### src/rtl/enigma_defs.sv
// Shared constants, FSM state encoding and letter/index helpers
// for the Enigma keystroke path.
package enigma_defs;

  localparam logic [7:0] ASCII_A       = 8'h41;
  localparam int         ALPHABET_SIZE = 26;

  typedef enum logic [2:0] {
    ST_IDLE = 3'd0,
    ST_STEP = 3'd1,
    ST_REQ  = 3'd2,
    ST_WAIT = 3'd3,
    ST_OUT  = 3'd4
  } seq_state_e;

  function automatic logic [4:0] char_to_idx(
    input logic [7:0] c
  );
    return 5'(c - ASCII_A);
  endfunction

  function automatic logic [7:0] idx_to_char(
    input logic [4:0] i
  );
    return ASCII_A + {3'b000, i};
  endfunction

endpackage

### src/rtl/key_fifo.sv
// Small synchronous FIFO holding pending key characters.
// Push is refused when full, pop is refused when empty.
module key_fifo #(
  parameter int DEPTH = 4,
  parameter int AW    = 2
) (
  input  logic        clk,
  input  logic        reset_n,
  input  logic        push,
  input  logic        pop,
  input  logic [7:0]  din,
  output logic [7:0]  dout,
  output logic        empty,
  output logic        full,
  output logic [AW:0] count
);

  localparam logic [AW:0] DEPTH_C = (AW+1)'(DEPTH);

  logic [7:0]    mem_q [DEPTH];
  logic [AW-1:0] wr_ptr_q, wr_ptr_d;
  logic [AW-1:0] rd_ptr_q, rd_ptr_d;
  logic [AW:0]   count_q, count_d;
  logic          wr, rd;

  assign empty = (count_q == '0);
  assign full  = (count_q == DEPTH_C);
  assign count = count_q;
  assign dout  = mem_q[rd_ptr_q];
  assign wr    = push & ~full;
  assign rd    = pop & ~empty;

  // Pointers are AW bits wide, so they wrap for free.
  always_comb begin
    wr_ptr_d = wr_ptr_q;
    rd_ptr_d = rd_ptr_q;
    count_d  = count_q;
    if (wr) wr_ptr_d = wr_ptr_q + 1'b1;
    if (rd) rd_ptr_d = rd_ptr_q + 1'b1;
    unique case ({wr, rd})
      2'b10:   count_d = count_q + 1'b1;
      2'b01:   count_d = count_q - 1'b1;
      default: count_d = count_q;
    endcase
  end

  always_ff @(posedge clk or negedge reset_n) begin
    if (!reset_n) begin
      wr_ptr_q <= '0;
      rd_ptr_q <= '0;
      count_q  <= '0;
      mem_q    <= '{default: '0};
    end else begin
      wr_ptr_q <= wr_ptr_d;
      rd_ptr_q <= rd_ptr_d;
      count_q  <= count_d;
      if (wr) mem_q[wr_ptr_q] <= din;
    end
  end

endmodule

### src/rtl/keystroke_sequencer.sv
// Queues accepted key releases and runs each one through
// rotor step, encode request, and ciphertext output.
module keystroke_sequencer
  import enigma_defs::*;
#(
  parameter int FIFO_DEPTH  = 4,
  parameter int FIFO_AW     = 2,
  parameter int ENC_TIMEOUT = 255
) (
  input  logic       clk,
  input  logic       reset_n,
  input  logic       key_ok,
  input  logic [7:0] key_char,
  output logic       step_pulse,
  output logic       enc_valid,
  input  logic       enc_ready,
  output logic [4:0] enc_index,
  input  logic       enc_done,
  input  logic [4:0] enc_result,
  output logic       out_valid,
  input  logic       out_ready,
  output logic [7:0] out_char,
  output logic       busy,
  output logic       overflow,
  input  logic       clear_err,
  output logic       timeout_err
);

  localparam int TW = $clog2(ENC_TIMEOUT + 1);
  localparam logic [TW-1:0] TMAX = TW'(ENC_TIMEOUT);

  seq_state_e state_q, state_d;

  logic [4:0]    cur_idx_q, cur_idx_d;
  logic [TW-1:0] timer_q, timer_d;
  logic          step_q, step_d;
  logic          enc_valid_q, enc_valid_d;
  logic [4:0]    enc_index_q, enc_index_d;
  logic          out_valid_q, out_valid_d;
  logic [7:0]    out_char_q, out_char_d;
  logic          overflow_q, overflow_d;
  logic          timeout_q, timeout_d;

  logic           pop;
  logic           to_set;
  logic [7:0]     head;
  logic           empty, full;
  logic [FIFO_AW:0] count;

  key_fifo #(
    .DEPTH (FIFO_DEPTH),
    .AW    (FIFO_AW)
  ) u_fifo (
    .clk     (clk),
    .reset_n (reset_n),
    .push    (key_ok),
    .pop     (pop),
    .din     (key_char),
    .dout    (head),
    .empty   (empty),
    .full    (full),
    .count   (count)
  );

  always_comb begin
    state_d     = state_q;
    cur_idx_d   = cur_idx_q;
    timer_d     = timer_q;
    step_d      = 1'b0;
    enc_valid_d = enc_valid_q;
    enc_index_d = enc_index_q;
    out_valid_d = out_valid_q;
    out_char_d  = out_char_q;
    pop         = 1'b0;
    to_set      = 1'b0;
    unique case (state_q)
      ST_IDLE: begin
        if (!empty) begin
          pop       = 1'b1;
          cur_idx_d = char_to_idx(head);
          step_d    = 1'b1;
          state_d   = ST_STEP;
        end
      end
      ST_STEP: begin
        enc_valid_d = 1'b1;
        enc_index_d = cur_idx_q;
        state_d     = ST_REQ;
      end
      ST_REQ: begin
        if (enc_ready) begin
          enc_valid_d = 1'b0;
          enc_index_d = '0;
          timer_d     = '0;
          state_d     = ST_WAIT;
        end
      end
      ST_WAIT: begin
        // The key is abandoned on the cycle the count reaches the limit.
        if (enc_done) begin
          out_valid_d = 1'b1;
          out_char_d  = idx_to_char(enc_result);
          state_d     = ST_OUT;
        end else if (timer_q + TW'(1) == TMAX) begin
          to_set  = 1'b1;
          timer_d = '0;
          state_d = ST_IDLE;
        end else begin
          timer_d = timer_q + TW'(1);
        end
      end
      ST_OUT: begin
        if (out_ready) begin
          out_valid_d = 1'b0;
          out_char_d  = '0;
          state_d     = ST_IDLE;
        end
      end
      default: state_d = ST_IDLE;
    endcase

    overflow_d = (key_ok & full) | (overflow_q & ~clear_err);
    timeout_d  = to_set | (timeout_q & ~clear_err);
  end

  always_ff @(posedge clk or negedge reset_n) begin
    if (!reset_n) begin
      state_q     <= ST_IDLE;
      cur_idx_q   <= '0;
      timer_q     <= '0;
      step_q      <= 1'b0;
      enc_valid_q <= 1'b0;
      enc_index_q <= '0;
      out_valid_q <= 1'b0;
      out_char_q  <= '0;
      overflow_q  <= 1'b0;
      timeout_q   <= 1'b0;
    end else begin
      state_q     <= state_d;
      cur_idx_q   <= cur_idx_d;
      timer_q     <= timer_d;
      step_q      <= step_d;
      enc_valid_q <= enc_valid_d;
      enc_index_q <= enc_index_d;
      out_valid_q <= out_valid_d;
      out_char_q  <= out_char_d;
      overflow_q  <= overflow_d;
      timeout_q   <= timeout_d;
    end
  end

  assign step_pulse  = step_q;
  assign enc_valid   = enc_valid_q;
  assign enc_index   = enc_index_q;
  assign out_valid   = out_valid_q;
  assign out_char    = out_char_q;
  assign overflow    = overflow_q;
  assign timeout_err = timeout_q;
  assign busy        = (state_q != ST_IDLE) | (count != '0);

endmodule

### config.mk
export PLATFORM = sky130hd
export DESIGN_NAME = keystroke_sequencer
export DESIGN_NICKNAME = d
export VERILOG_FILES = /design/src/rtl/enigma_defs.sv /design/src/rtl/key_fifo.sv /design/src/rtl/keystroke_sequencer.sv
export SDC_FILE = /design/constraint.sdc
export NUM_CORES = 1
export LEC_CHECK = 0
export ABC_AREA = 1
export BUFFER_PORTS_ARGS = -buffer_cell sky130_fd_sc_hd__buf_2
export CELL_PAD_IN_SITES_DETAIL_PLACEMENT = 1
export CELL_PAD_IN_SITES_GLOBAL_PLACEMENT = 1
export CORE_ASPECT_RATIO = 1.75
export CORE_MARGIN = 2
export CORE_UTILIZATION = 48
export CTS_BUF_LIST = sky130_fd_sc_hd__clkbuf_8
export DETAILED_ROUTE_END_ITERATION = 8
export GPL_ROUTABILITY_DRIVEN = 1
export GPL_TIMING_DRIVEN = 0
export PLACE_DENSITY_LB_ADDON = 0.3
export SLEW_MARGIN = 25
export SYNTH_ARGS = -nofsm -noshare
export SYNTH_HDL_FRONTEND = slang
export SYNTH_SLANG_ARGS = --single-unit
### constraint.sdc
create_clock -name clk -period 3.3 [get_ports clk]
set_input_delay 0.33 -clock clk [delete_from_list [all_inputs] [get_ports clk]]
set_output_delay 0.33 -clock clk [all_outputs]
set_load 0.02 [all_outputs]
==> metrics.md <==
| Metric | Value |
|---|---|
| Clock latency on the worst-skew pair | `between 0.3 and 0.4 ns` |
| Antenna diode count | `0` |
| Post-synthesis sequential area ratio | `between 50% and 60%` |
| Top-count cell post-synth | `nand2_1` |
| Synthesized net count | `approximately 380` |
| Max transition margin | `50.1%` |
| # IOs | `39` |
| Area growth syn-to-layout | `16.0%` |
| CP endpoint kind | `register` |
| Iteration-0 DRC Markers | `88` |
| Number of synthesized flops with an enable pin | `0` |
| Area contributors post-synth | `dfrtp_1, nand2_1, o21ai_0` |
| Initial antenna violation count | `0` |
| PwrDens | `around 970 nW/um^2` |
| Mapped Cells | `~350` |
| Root buffer cell | `clkbuf_8` |
| Hold Vio Cnt, Final | `0` |
| Worst Tran Pin Value | `roughly 0.75 ns` |
| DRC Markers | `0` |
| CP max stage cell | `dfrtp_1` |
| Grt ovf | `0` |
| Power Total | `about 3.2 mW` |
| Ys Warns | `0` |
| Layout cells sized above 1 | `roughly 18%` |
| CTS Sinks | `59` |
| Placed cells | `460` |
| Top cell type's share of synthesized area | `50.9%` |
| CP arrival | `2.57 ns` |
| Clock slew at reported path FFs | `~0.060 ns` |
| GRT Resource Usage Total | `23.0%` |
| Top cells by instance count after synthesis | `nand2_1, dfrtp_1, inv_1` |
| Post-CTS Hold Fix Bufs | `0` |
| Core Region | `5880 sq um` |
| CTS buffer count | `9` |
| Setup bufs post-CTS | `0` |
| Drt pass-1 iters | `4` |
| Final Cycle Share | `a little under three quarters` |
| Synth cell types | `29` |
| PortBufs | `34` |
| Die W | `approximately 63 um` |
| DP Worst Slack | `between 0.9 and 1 ns` |
| Post-CTS Resized | `0` |
| Die area | `6700 sq um` |
| Routed via count | `2436` |
| Finished Layout Cells | `around 480` |
| Crit path launch | `state_q[0]$_DFFE_PN0P_` |
| Crit path max-delay family | `simple AND/OR/NAND/NOR gates` |
| Final hold slack | `0.0475 ns` |
| Final core occ | `57.2%` |
| Setup CP Type | `register to register` |
| CP cell instances | `or2_1, nor2_1, nand2_2, clkinv_1, ha_1, inv_1, fa_1, a21oi_1, o21ai_0, xor2_1` |
| CTS tree | `built` |
| Num rows | `37` |
| CTS H-tree depth | `3` |
| Cell taking the most area after synthesis | `dfrtp_1` |
| Antenna viol nets, final | `0` |
| Largest net degree at the start of global routing | `60` |
| Max_cap viols | `0` |
| Status | `completed` |
| R2R Path Start | `state_q[0]$_DFFE_PN0P_` |
| Starting Density | `roughly half` |
| CTS Buffer Depth | `2` |
| DRT Wirelength | `6960 um` |
| Synth async-reset ratio | `100%` |
| Slowest stage delay, CP | `0.41 ns` |
| RSZ-0062 raised after global routing | `false` |
| Synth Area per Inst | `8.33 sq um` |
| Critical Path RT | `3.51 ns` |
| Vias per inst | `~5.1` |
| Sum Neg Setup Slack | `0 ns` |
| Slew Limit Fails | `0` |
| First-pass GRT wire length | `approximately 12000 um` |
| Placed instance area | `between 3000 and 4000 sq um` |
| Layout Cell Area excl Fill | `about 3400 sq um` |
| Startpoint Class | `register` |
| Max Clk Rate | `between 400 and 500 MHz` |
| CP max FO | `9` |
| DIE HEIGHT | `107 um` |
| Final setup fails | `0` |
| CP Buf/Inv Count | `2` |
| FF+latch count, synth | `59` |
| # nets final | `about 420` |
| Worst IR Drop VDD | `roughly 0.60 mV` |
| Hold/Removal Path Class | `primary input to async pin` |
| Clock period minus worst slack | `~2.4 ns` |
| Worst Setup Slack, final | `between 0.9 and 1 ns` |
| GP Congestion | `~0.78` |
| Setup Skew | `0.00983 ns` |
| Post-synthesis cell area | `2900 sq um` |
| Total leakage power | `about 1.8 nW` |
| Detail Placement HPWL | `~5200 um` |
| WL/cell | `between 10 and 15 um` |
| Ys flop type | `dfrtp_1` |
| Vias in the first global route | `roughly 2700` |
## report_power, final
part | internal (mW) | switching, mW
Combinational | 0.466 | 0.916
Clock | 0.379 | 0.275
Sequential | 1.03 | 0.180
Total | 1.88 | 1.37
## cells by family (layout without fill, tap and decap cells)
family | after synthesis | count (layout) | synth area share [%]
adder cells (fa/ha/maj) | 10 | 10 | 4.57
other | 1 | 1 | 0.129
AO/OA/AOI/OAI | 49 | 49 | 9.23
AND/OR/NAND/NOR | 172 | 172 | 26.2
XOR/XNOR | 6 | 6 | 1.81
buffers and inverters | 51 | 100 | 7.12
flip-flops | 59 | 59 | 50.9
## placed cells by master, fill, tap and decap left out, types with 3 or more instances in the layout
cell / n
nand2_1: 107
dfrtp_1: 59
inv_1: 43
buf_2: 36
o21ai_0: 32
nand3_1: 28
nor2_1: 16
clkbuf_8: 11
ha_1: 9
o21ai_1: 8
nand2_2: 7
nand4_1: 5
buf_4: 4
xor2_1: 4
inv_2: 3
nor2_4: 3
## path summary, 6_finish.rpt
path,to,cells after the start,slack (ns)
worst max-delay path,u_fifo.count[2]$_DFFE_PN0P_,10,0.95
worst min-delay path,timer_q[6]$_DFFE_PN0P_,1,0.05
worst max register to register,u_fifo.count[2]$_DFFE_PN0P_,10,0.95
worst min register to register,out_char[4]$_DFFE_PN0P_,2,0.48
max in group asynchronous,u_fifo.rd_ptr_q[1]$_DFFE_PN0P_,1,2.74
min in group clk,out_char[0]$_DFFE_PN0P_,2,0.23
## flip-flops by register name, summed over array words and instances (netlist names), 3 cells and up
| signal | cells |
|---|---|
| cur_idx_q | 5 |
| enc_index | 5 |
| out_char | 7 |
| state_q | 3 |
| timer_q | 8 |
| u_fifo.count | 3 |
| u_fifo.mem_q | 20 |
## routing by layer
metal | up-vias | track usage [%] | wire length, um
met5 | - | 0 | 0
met4 | 0 | 11.6 | 189
met3 | 17 | 4.30 | 180
met2 | 33 | 44.2 | 4080
met1 | 1198 | 23.1 | 2510
li1 | 1188 | - | -
## final cells by class
| cell class | count | area [sq um] |
|---|---|---|
| Multi-Input combinational cell | 238 | 1220 |
| Buffer | 6 | 37.5 |
| Inverter | 45 | 169 |
| Tap cell | 78 | 97.6 |
| Timing Repair Buffer | 34 | 173 |
| Fill cell | 764 | 2510 |
| Clock inverter | 4 | 42.5 |
| Sequential cell | 59 | 1480 |
| Clock buffer | 11 | 151 |
## worst register-to-register path: stages, from the launching register on
cell and delay [ns]:
dfrtp_1 0.41, or2_1 0.27, nor2_1 0.21, nand2_2 0.15, clkinv_1 0.19, ha_1 0.17, inv_1 0.06, fa_1 0.37
a21oi_1 0.15, o21ai_0 0.11, xor2_1 0.15
(Power assumes the default switching activity.)
